[config.mk]
export PLATFORM = sky130hd
export DESIGN_NAME = csi2_pkt_parser
export DESIGN_NICKNAME = d
export VERILOG_FILES = /design/src/rtl/csi2_pkg.sv /design/src/rtl/csi2_hdr_ecc.sv /design/src/rtl/csi2_pkt_parser.sv
export SDC_FILE = /design/constraint.sdc
export NUM_CORES = 1
export LEC_CHECK = 0
export ABC_AREA = 1
export BUFFER_PORTS_ARGS = -buffer_cell sky130_fd_sc_hd__buf_2
export CORE_UTILIZATION = 55
export DETAILED_ROUTE_END_ITERATION = 7
export PLACE_DENSITY = 0.81
export SLEW_MARGIN = 20
export SYNTH_ARGS = -nofsm -noshare
export SYNTH_HDL_FRONTEND = slang
export SYNTH_HIERARCHICAL = 1
export SYNTH_SLANG_ARGS = --single-unit
[constraint.sdc]
create_clock -name clk_i -period 4.85 [get_ports clk_i]
set_input_delay 0.7275 -clock clk_i [delete_from_list [all_inputs] [get_ports clk_i]]
set_output_delay 0.7275 -clock clk_i [all_outputs]
set_load 0.02 [all_outputs]
[src/rtl/csi2_pkg.sv]
// Shared CSI-2 definitions: header ECC matrix, ECC helpers, header layout, parser states.
package csi2_pkg;

  localparam int HDR_BITS = 24;

  // Data types below this value are short packets (frame/line sync, generic short).
  localparam logic [5:0] SHORT_DT_LIMIT = 6'h10;

  // Hamming parity rows P5..P0 over the 24 header bits {WC[15:8], WC[7:0], DI}.
  // Packed so that ECC_MATRIX[r] is the bit mask feeding parity bit r.
  localparam logic [5:0][23:0] ECC_MATRIX = {
    24'hEFFC00,  // P5
    24'hDF03F0,  // P4
    24'hB8E38E,  // P3
    24'h749A6D,  // P2
    24'hF2555B,  // P1
    24'hF12CB7   // P0
  };

  // Header word as it arrives: byte 0 (DI) is first on the wire.
  typedef struct packed {
    logic [7:0]  ecc;
    logic [15:0] wc;
    logic [7:0]  di;
  } csi2_hdr_t;

  typedef enum logic [1:0] {
    ST_IDLE,
    ST_HDR,
    ST_PAYLOAD,
    ST_DONE
  } csi2_state_t;

  // ECC byte for a 24-bit header; the two top bits are always zero.
  function automatic logic [7:0] csi2_ecc(input logic [23:0] d);
    logic [7:0] p;
    p = '0;
    for (int r = 0; r < 6; r++) begin
      p[r] = ^(d & ECC_MATRIX[r]);
    end
    return p;
  endfunction

  // Syndrome produced by a single error in header bit idx.
  function automatic logic [5:0] csi2_ecc_column(input int idx);
    logic [5:0] col;
    col = '0;
    for (int r = 0; r < 6; r++) begin
      col[r] = ECC_MATRIX[r][idx];
    end
    return col;
  endfunction

  // Syndrome to bit index: result is {hit, index[4:0]}; hit=0 when the
  // syndrome matches no single header-bit column.
  function automatic logic [5:0] csi2_syn_lookup(input logic [5:0] syn);
    logic [5:0] res;
    res = '0;
    for (int i = 0; i < HDR_BITS; i++) begin
      if (csi2_ecc_column(i) == syn) begin
        res = {1'b1, 5'(i)};
      end
    end
    return res;
  endfunction

  // Byte enables for a word that carries min(rem, 4) payload bytes.
  function automatic logic [3:0] csi2_keep_mask(input logic [15:0] rem);
    logic [3:0] k;
    if (rem >= 16'd4) begin
      k = 4'hF;
    end else begin
      case (rem[1:0])
        2'd1:    k = 4'h1;
        2'd2:    k = 4'h3;
        2'd3:    k = 4'h7;
        default: k = 4'h0;
      endcase
    end
    return k;
  endfunction

endpackage

[src/rtl/csi2_hdr_ecc.sv]
// Header ECC stage: computes the syndrome of the captured header word,
// corrects a single flipped header bit and registers the result (1-cycle latency).
module csi2_hdr_ecc
  import csi2_pkg::*;
(
  input  logic        clk_i,
  input  logic        srst_i,
  input  logic        i_stb,
  input  logic [31:0] i_word,
  output logic        o_valid,
  output logic [7:0]  o_di,
  output logic [15:0] o_wc,
  output logic        o_ok,
  output logic        o_corrected,
  output logic        o_err
);

  csi2_hdr_t   w_hdr_in;
  logic [23:0] w_bits;
  logic [5:0]  w_parity;
  logic [5:0]  w_syn;
  logic [5:0]  w_lookup;
  logic [23:0] w_flip;
  logic [23:0] w_fixed;
  logic        w_unused_rsvd;

  logic        r_valid;
  logic [7:0]  r_di;
  logic [15:0] r_wc;
  logic        r_ok;
  logic        r_corr;
  logic        r_err;

  assign w_hdr_in = csi2_hdr_t'(i_word);
  assign w_bits   = {w_hdr_in.wc, w_hdr_in.di};

  genvar gi;

  generate
    for (gi = 0; gi < 6; gi++) begin : g_parity
      assign w_parity[gi] = ^(w_bits & ECC_MATRIX[gi]);
    end
  endgenerate

  // Reserved ECC bits 7:6 take no part in the syndrome.
  assign w_syn         = w_parity ^ w_hdr_in.ecc[5:0];
  assign w_unused_rsvd = ^w_hdr_in.ecc[7:6];
  assign w_lookup      = csi2_syn_lookup(w_syn);

  generate
    for (gi = 0; gi < HDR_BITS; gi++) begin : g_flip
      assign w_flip[gi] = w_lookup[5] && (w_lookup[4:0] == 5'(gi));
    end
  endgenerate

  assign w_fixed = w_bits ^ w_flip;

  // Capture the corrected header and its classification when strobed.
  always_ff @(posedge clk_i) begin
    if (srst_i) begin
      r_valid <= 1'b0;
      r_di    <= '0;
      r_wc    <= '0;
      r_ok    <= 1'b0;
      r_corr  <= 1'b0;
      r_err   <= 1'b0;
    end else begin
      r_valid <= i_stb;
      if (i_stb) begin
        r_di   <= w_fixed[7:0];
        r_wc   <= w_fixed[23:8];
        r_ok   <= (w_syn == 6'd0);
        r_corr <= w_lookup[5];
        r_err  <= (w_syn != 6'd0) && !w_lookup[5];
      end
    end
  end

  assign o_valid     = r_valid;
  assign o_di        = r_di;
  assign o_wc        = r_wc;
  assign o_ok        = r_valid & r_ok;
  assign o_corrected = r_valid & r_corr;
  assign o_err       = r_valid & r_err;

endmodule

[src/rtl/csi2_pkt_parser.sv]
// CSI-2 packet parser on the byte clock: header capture/ECC, payload
// forwarding with byte enables, CRC stripping, gap timeout and end-of-packet pulse.
module csi2_pkt_parser
  import csi2_pkg::*;
#(
  parameter int GAP_TIMEOUT = 64
)
(
  input  logic        clk_i,
  input  logic        srst_i,
  input  logic [31:0] data_i,
  input  logic        valid_i,
  output logic [31:0] data_o,
  output logic [3:0]  keep_o,
  output logic        valid_o,
  output logic        sop_o,
  output logic        eop_o,
  output logic        hdr_valid_o,
  output logic [1:0]  vc_o,
  output logic [5:0]  dt_o,
  output logic [15:0] wc_o,
  output logic        short_pkt_o,
  output logic        ecc_corrected_o,
  output logic        ecc_err_o,
  output logic        trunc_err_o,
  output logic        pkt_done_o
);

  localparam int               GAP_W    = $clog2(GAP_TIMEOUT + 1);
  localparam logic [GAP_W-1:0] GAP_LAST = GAP_W'(GAP_TIMEOUT - 1);

  csi2_state_t      r_state;
  csi2_state_t      w_state_next;
  logic [15:0]      r_pay_rem;
  logic [15:0]      w_pay_next;
  logic [15:0]      w_pay_cur;
  logic [16:0]      r_tot_rem;
  logic [16:0]      w_tot_next;
  logic [16:0]      w_tot_cur;
  logic             r_first;
  logic             w_first_next;
  logic             w_first_cur;
  logic [GAP_W-1:0] r_gap;
  logic [GAP_W-1:0] w_gap_next;
  logic             w_take;

  logic [31:0]      r_data;
  logic [31:0]      w_data_next;
  logic [3:0]       r_keep;
  logic [3:0]       w_keep_next;
  logic             r_valid;
  logic             w_valid_next;
  logic             r_sop;
  logic             w_sop_next;
  logic             r_eop;
  logic             w_eop_next;
  logic             r_trunc;
  logic             w_trunc_next;
  logic             r_done;
  logic             w_done_next;

  logic             w_hdr_stb;
  logic             w_hdr_valid;
  logic [7:0]       w_hdr_di;
  logic [15:0]      w_hdr_wc;
  logic             w_hdr_ok;
  logic             w_hdr_corr;
  logic             w_hdr_err;
  logic             w_hdr_good;
  logic             w_short;

  // The first valid word seen in IDLE is the packet header.
  assign w_hdr_stb = (r_state == ST_IDLE) && valid_i;

  csi2_hdr_ecc u_hdr_ecc (
    .clk_i       (clk_i),
    .srst_i      (srst_i),
    .i_stb       (w_hdr_stb),
    .i_word      (data_i),
    .o_valid     (w_hdr_valid),
    .o_di        (w_hdr_di),
    .o_wc        (w_hdr_wc),
    .o_ok        (w_hdr_ok),
    .o_corrected (w_hdr_corr),
    .o_err       (w_hdr_err)
  );

  assign w_hdr_good = w_hdr_ok || w_hdr_corr;
  assign w_short    = (w_hdr_di[5:0] < SHORT_DT_LIMIT);

  // Next-state, counter and output-register logic.
  always_comb begin
    w_state_next = r_state;
    w_pay_cur    = r_pay_rem;
    w_tot_cur    = r_tot_rem;
    w_first_cur  = r_first;
    w_pay_next   = r_pay_rem;
    w_tot_next   = r_tot_rem;
    w_first_next = r_first;
    w_gap_next   = r_gap;
    w_take       = 1'b0;
    w_data_next  = r_data;
    w_keep_next  = 4'h0;
    w_valid_next = 1'b0;
    w_sop_next   = 1'b0;
    w_eop_next   = 1'b0;
    w_trunc_next = 1'b0;
    w_done_next  = 1'b0;

    case (r_state)
      ST_IDLE: begin
        if (valid_i) begin
          w_state_next = ST_HDR;
        end
      end

      ST_HDR: begin
        // Header fields are out of the ECC stage this cycle; a payload word
        // arriving in the same cycle is consumed against the fresh counters.
        if (!w_hdr_good || w_short) begin
          w_state_next = ST_DONE;
          w_done_next  = 1'b1;
        end else begin
          w_pay_cur    = w_hdr_wc;
          w_tot_cur    = {1'b0, w_hdr_wc} + 17'd2;
          w_first_cur  = 1'b1;
          w_pay_next   = w_pay_cur;
          w_tot_next   = w_tot_cur;
          w_first_next = 1'b1;
          w_gap_next   = '0;
          w_state_next = ST_PAYLOAD;
          w_take       = valid_i;
        end
      end

      ST_PAYLOAD: begin
        if (valid_i) begin
          w_take     = 1'b1;
          w_gap_next = '0;
        end else if (r_gap == GAP_LAST) begin
          w_gap_next   = '0;
          w_trunc_next = 1'b1;
          w_done_next  = 1'b1;
          w_state_next = ST_DONE;
        end else begin
          w_gap_next = r_gap + 1'b1;
        end
      end

      ST_DONE: begin
        // Swallow trailer words until the stream goes quiet for one cycle.
        if (!valid_i) begin
          w_state_next = ST_IDLE;
        end
      end

      default: begin
        w_state_next = ST_IDLE;
      end
    endcase

    if (w_take) begin
      if (w_pay_cur != 16'd0) begin
        w_valid_next = 1'b1;
        w_data_next  = data_i;
        w_keep_next  = csi2_keep_mask(w_pay_cur);
        w_sop_next   = w_first_cur;
        w_eop_next   = (w_pay_cur <= 16'd4);
      end
      w_first_next = 1'b0;
      w_pay_next   = (w_pay_cur > 16'd4) ? (w_pay_cur - 16'd4) : 16'd0;
      w_tot_next   = (w_tot_cur > 17'd4) ? (w_tot_cur - 17'd4) : 17'd0;
      if (w_tot_cur <= 17'd4) begin
        w_state_next = ST_DONE;
        w_done_next  = 1'b1;
      end
    end
  end

  // State, counters and registered outputs; reset wins over every transition.
  always_ff @(posedge clk_i) begin
    if (srst_i) begin
      r_state   <= ST_IDLE;
      r_pay_rem <= '0;
      r_tot_rem <= '0;
      r_first   <= 1'b0;
      r_gap     <= '0;
      r_data    <= '0;
      r_keep    <= '0;
      r_valid   <= 1'b0;
      r_sop     <= 1'b0;
      r_eop     <= 1'b0;
      r_trunc   <= 1'b0;
      r_done    <= 1'b0;
    end else begin
      r_state   <= w_state_next;
      r_pay_rem <= w_pay_next;
      r_tot_rem <= w_tot_next;
      r_first   <= w_first_next;
      r_gap     <= w_gap_next;
      r_data    <= w_data_next;
      r_keep    <= w_keep_next;
      r_valid   <= w_valid_next;
      r_sop     <= w_sop_next;
      r_eop     <= w_eop_next;
      r_trunc   <= w_trunc_next;
      r_done    <= w_done_next;
    end
  end

  assign data_o          = r_data;
  assign keep_o          = r_keep;
  assign valid_o         = r_valid;
  assign sop_o           = r_sop;
  assign eop_o           = r_eop;
  assign trunc_err_o     = r_trunc;
  assign pkt_done_o      = r_done;

  assign hdr_valid_o     = w_hdr_valid && w_hdr_good;
  assign vc_o            = w_hdr_di[7:6];
  assign dt_o            = w_hdr_di[5:0];
  assign wc_o            = w_hdr_wc;
  assign short_pkt_o     = hdr_valid_o && w_short;
  assign ecc_corrected_o = w_hdr_corr;
  assign ecc_err_o       = w_hdr_err;

endmodule

======== After elaboration in Yosys (flattened, before gate mapping) ========
Cells that the tools add are included.
storage, ports and cells
  register bits ........................... 112
  bits of input ports ..................... 35
  output and inout bits ................... 69
operators by class
  add/sub/neg operators ................... 4
  $lt $le $gt $ge ......................... 6
  eq/ne operators ......................... 55
  muxes and demuxes ....................... 58
  bitwise gates (word level) .............. 8
  reduce and logical (&&, ||, !) cells .... 50
operator list
  kind                   count
  $mux 6                 24
  $reduce_xor 24->1      6
  $eq 6x6->1 const A     13
  $mux 17                4
  $mux 16                4
  $eq 5x6->1 const A     7
  $eq 5x4->1 const B     8
  $eq 5x5->1 const B     8
  $logic_and 1x1->1      28
  $xor 24x24->24         1
  $mux 7                 3
  $eq 5x3->1 const B     4
  $eq 4x6->1 const A     3
  $add 16x2->17 const B  1
  $gt 17x3->1 const B    1
  $le 17x3->1 const B    1
  $sub 17x3->17 const B  1
  $ge 16x3->1 const B    1
  $gt 16x3->1 const B    1
  $le 16x3->1 const B    1
  $reduce_bool 16->1     1
  $sub 16x3->16 const B  1
  $pmux 7 s2             1
  $mux 2                 6
  other kinds (27)       52

======== Longest topological paths before layout ========
  depth after elaboration ................. 30
  depth in mapped cells ................... 22

======== Hierarchy ========
The synthesis kept the hierarchy.
modules (own cells, without submodules)
  module           instances  cells an instance  area an instance (µm²)
  csi2_pkt_parser  1          729                4895.9
  csi2_hdr_ecc     1          544                2825.2

======== Worst setup path before layout ========
No wires, ideal clock.
  path type ............................... reg-to-reg
  start ................................... reg r_state[1]
  end ..................................... reg r_pay_rem[14]
  arrival ................................. 2238 ps
  required time ........................... 4729 ps
  slack ................................... 2492 ps
  stages on the path, launching flop included .. 15
  path through ............................ dfxtp_1 -> inv_1 -> ha_1 -> inv_2 -> nor2_4 -> buf_6 -> o21ai_0 -> ha_1 -> inv_1 -> nor2_1 -> nand2_1 -> nor2_1 -> nand2_1 -> xor2_1 -> nor2_1
on the way
  longest elaborated chain between the ends .. 5
  elaborated cells on any way between the ends .. 8
  classes of those cells .................. add/sub (1); order compare (1); eq/ne (2); mux (4)
ends and longest elaborated chain
  item                                                 RTL line                text
  start: declaration                                   csi2_pkt_parser.sv:32   csi2_state_t r_state;
  start signal: assignment                             csi2_pkt_parser.sv:196  r_state <= w_state_next;
  $eq 2x1->1                                           csi2_pkt_parser.sv:110  case (r_state)
  $mux 16                                              -
  $sub 16x3->16 / $gt 16x3->1 (equally long branches)  csi2_pkt_parser.sv:171  w_pay_next = (w_pay_cur > 16'd4) ? (w_pay_cur - 16'd4) : 16'd0;
  $mux 16                                              csi2_pkt_parser.sv:171
  $mux 16 (*)                                          csi2_pkt_parser.sv:162  if (w_take) begin
  end signal: assignment                               csi2_pkt_parser.sv:197  r_pay_rem <= w_pay_next;
  end: declaration                                     csi2_pkt_parser.sv:34   logic [15:0] r_pay_rem;
Every way passes the cells marked *; elsewhere a longest branch is shown, timed or not.
A chain may end at the register's enable or synchronous reset.

======== Worst setup path after layout ========
  start ................................... reg r_state[1]
  end ..................................... reg r_data[4], in the netlist data_o[4]
on the way
  longest elaborated chain between the ends .. 4
  elaborated cells on any way between the ends .. 6
  classes of those cells .................. eq/ne (2); mux (2); reduce/logical (2)
ends and longest elaborated chain
  item                            RTL line                text
  $eq 2x1->1                      csi2_pkt_parser.sv:110
  $mux 16                         -
  $reduce_bool 16->1              csi2_pkt_parser.sv:163  if (w_pay_cur != 16'd0) begin
  $reduce_and 2->1 (no line) (*)  -
  end signal: assignment          csi2_pkt_parser.sv:201  r_data <= w_data_next;
  end: declaration                csi2_pkt_parser.sv:47   logic [31:0] r_data;
Marks and branches as above.

==> metrics.csv <==
metric;value;unit
kind of critical path;flop to flop;
power density over cell area;330.2;nW/um^2
CP Data Arrival Time;3.66;ns
switching fraction of total power;40.36;%
share of the synthesized area in compound gates (AO/OA/AOI/OAI);9.237;%
leading cell type in the layout, fill and taps excluded;nand2_1;
x dimension of the die;120.5;um
worst endpoint required time;5.15;ns
highest clock rate;0.2982;GHz
global routing usage summed across all routing layers;28.42;%
buffer and inverter count on the worst path;4;
number of buffers added for setup after CTS;0;
latest clock arrival within the worst-skew pair;0.36;ns
type of origin of the critical path;flop;
combinational family with the most area after synthesis;simple AND/OR/NAND/NOR gates;
switching power;1140;uW
hold-fix buffers at CTS;0;
Syn Nets;1319;
placed cell count;1521;
GR Layer Usage met1;40.40;%
crit-path max cell delay;0.53;ns
number of optimization iterations in the first detailed-route pass;6;
wire per inst;12.96;um
Die Footprint;14520;um^2
Yosys Warn Count;6;
flop and latch count out of synthesis;112;
ordered list of cells on the worst path;inv_1 -> ha_1 -> inv_2 -> nor2_4 -> o21ai_0 -> inv_2 -> nand3_1 -> nor2_4 -> nand4_4 -> buf_4 -> nand3b_1 -> nand2_1 -> nor2_1;
mean instance size in the synthesized netlist;6.065;um^2
gp weighted congestion;0.9566;
portion of netlist area occupied by mux cells;0;%
core region area;13450;um^2
clock share of power;27.4;%
slew at the pin closest to its max-slew limit;0.6418;ns
total I/O pin count;104;
final clock skew;0.008221;ns
detail-routed via count per cell;5.209;
RSZ-0062 raised after global routing;false;
die height;120.5;um
endpoint class of the critical path;flop;
Final Critical Period;3.354;ns
number of DRC violations after detailed routing;0;
xor/xnor share of the synthesized area;4.424;%
cell type group with the largest total delay on the critical path;simple AND/OR/NAND/NOR gates;
half-perimeter wire length after detailed placement;15090;um
fraction of layout instances using a drive strength above 1;15.21;%
Non-Filler Instances;1537;
sequential share of the synthesized area;29.04;%
remaining global-route overflow;0;
crit path max fanout;48;
summed instance area of the synthesized netlist;7721;um^2
portion of total power attributed to sequential cells;37.8;%
number of pins exceeding their max-slew limit in the final report;0;
WHS;0.4420;ns
count of endpoints failing hold in the final timing report;0;
share of the cycle needed by the critical path after routing;69.15;%
via count of the first global-routing pass;6847;
maximum number of pins on one net before global-route repair;65;
global routing met3 resource utilization;4.717;%
post-CTS clock slew at the launch and capture registers of the worst setup and hold paths;0.08;ns
Max-cap violations;0;
worst relative slew slack;57.11;%
Unique masters post-synth;40;
simple-gate portion of the synthesized area;44.22;%
internal power consumption;1685;uW
TritonCTS clock tree;yes;
fraction of met2 tracks used by global routing;44.00;%
number of antenna violations at the first check in global routing;1;
diodes inserted;0;
aggregate negative setup slack;0;ns
H-tree depth reported by CTS;3;
initial core utilization;57.39;%
highest-count cells in the layout ignoring fill and taps;424 x nand2_1, 180 x nor2_1, 135 x inv_1;
Worst Setup Slack, final;1.496;ns
peak ir drop on the vdd network;0.2082;mV
sinks on the clock net;112;
number of failing setup endpoints in the final timing report;0;
Synth-to-Final Area Change;10.81;%
Worst Setup Slack post-DPL;1.121;ns
total routed wirelength;19930;um
residual antenna-violating net count after detailed routing;0;
Row Count;42;
post-synthesis share of cell area spent on full adders, half adders and majority gates;1.783;%
master cell of the clock root buffer;clkbuf_16;
count of nets after finishing;1402;
initial DRC count;676;
first-pass GRT wire length;32950;um
Logic pwr share;34.9;%
final core utilization;63.60;%
PostCTS Resize Cnt;0;
via count of the routed design;8006;
result of the run;finished clean;
most congested layer reported by global routing;met2;
Critical Path Slowest Stage Cell;nor2_4;
gate count of the mapped netlist;1273;
worst hold-check path type;flop to flop;
count of port buffers added during placement;103;
reported leakage power;0.004510;uW
count of filler cells inserted in the layout;1352;
maximum root-to-sink buffer count;2;
number of buffers added by the clock tree synthesis step;9;
tightest hold or removal path: cells and delay by family (launching register included):
family / cells / cell delay, ns
flip-flops: 1 / 0.32
AND/OR/NAND/NOR: 2 / 0.09
cells by family after synthesis:
group	count (synthesis)
buf+inv	201
compound gates	125
simple gates	785
fa+ha+maj	11
flops	112
xor+xnor	39
registers in the layout, indices dropped and copies added, names as in the netlist:
signal	count
u_hdr_ecc/o_wc	16
r_first	1
keep_o	4
u_hdr_ecc/o_valid	1
pkt_done_o	1
sop_o	1
valid_o	1
r_pay_rem	16
eop_o	1
trunc_err_o	1
r_state	2
u_hdr_ecc/r_err	1
r_tot_rem	17
data_o	32
u_hdr_ecc/o_di	8
u_hdr_ecc/r_ok	1
r_gap	7
u_hdr_ecc/r_corr	1
synthesized netlist by cell type, drive strengths merged:
| cell | count | share of area [%] |
|---|---|---|
| xor2 | 32 | 3.6 |
| dfxtp | 112 | 29 |
| nor2 | 200 | 11 |
| clkbuf | 11 | 0.53 |
| nand4 | 10 | 0.89 |
| a31oi | 5 | 0.41 |
| o21bai | 2 | 0.19 |
| nor3 | 8 | 0.73 |
| clkinv | 3 | 0.15 |
| nand3 | 85 | 6.1 |
| nor3b | 1 | 0.097 |
| o21ai | 45 | 3.1 |
| ha | 11 | 1.8 |
| inv | 162 | 7.9 |
| o22ai | 4 | 0.32 |
| a211oi | 3 | 0.29 |
| buf | 25 | 2.7 |
| nor4 | 1 | 0.081 |
| a21oi | 53 | 3.5 |
| nand2 | 442 | 22 |
| or2 | 4 | 0.32 |
| xnor2 | 7 | 0.79 |
| o221ai | 13 | 1.5 |
| nand3b | 34 | 3.3 |
power groups by stage:
stage	Combinational (uW)	Sequential [uW]	Clock (uW)
after floorplan	751	1110	0
after global placement	948	1080	0
after detailed placement	959	1090	0
after CTS	966	1060	788
after global routing	1100	1080	824
final	985	1070	773
path summary, 6_finish.rpt:
check	start	end	slack [ns]	cells after the start
worst max register to register	r_state[1]	data_o[4]	1.50	13
worst max-delay path	r_state[1]	data_o[4]	1.50	13
worst min register to register	r_gap[6]	r_gap[6]	0.44	2
worst min-delay path	r_gap[6]	r_gap[6]	0.44	2
per-layer routing:
layer  vias up  wire length [um]
met5         -                11
met3        31              1650
li1       4147                 -
met2       296              8500
met1      3530              9429
met4         2               334
metrics by stage:
step	instance area [um^2]	power (uW)
global route	8556	3004
floorplan	7721	1862
detailed placement	8242	2045
global placement	8242	2033
finish	8556	2825
CTS	8547	2818
layout make-up:
| type | count | area [um^2] | area share, % |
|---|---|---|---|
| clock buffer | 9 | 225.2 | 2.632 |
| clock inverter | 7 | 80.08 | 0.9359 |
| inverter | 165 | 619.3 | 7.239 |
| multi-input combinational | 960 | 4616 | 53.95 |
| sequential | 112 | 2242 | 26.21 |
| tap | 176 | 220.2 | 2.574 |
| timing repair buffer | 108 | 553.0 | 6.464 |
Power figures use the tool's default switching activity.
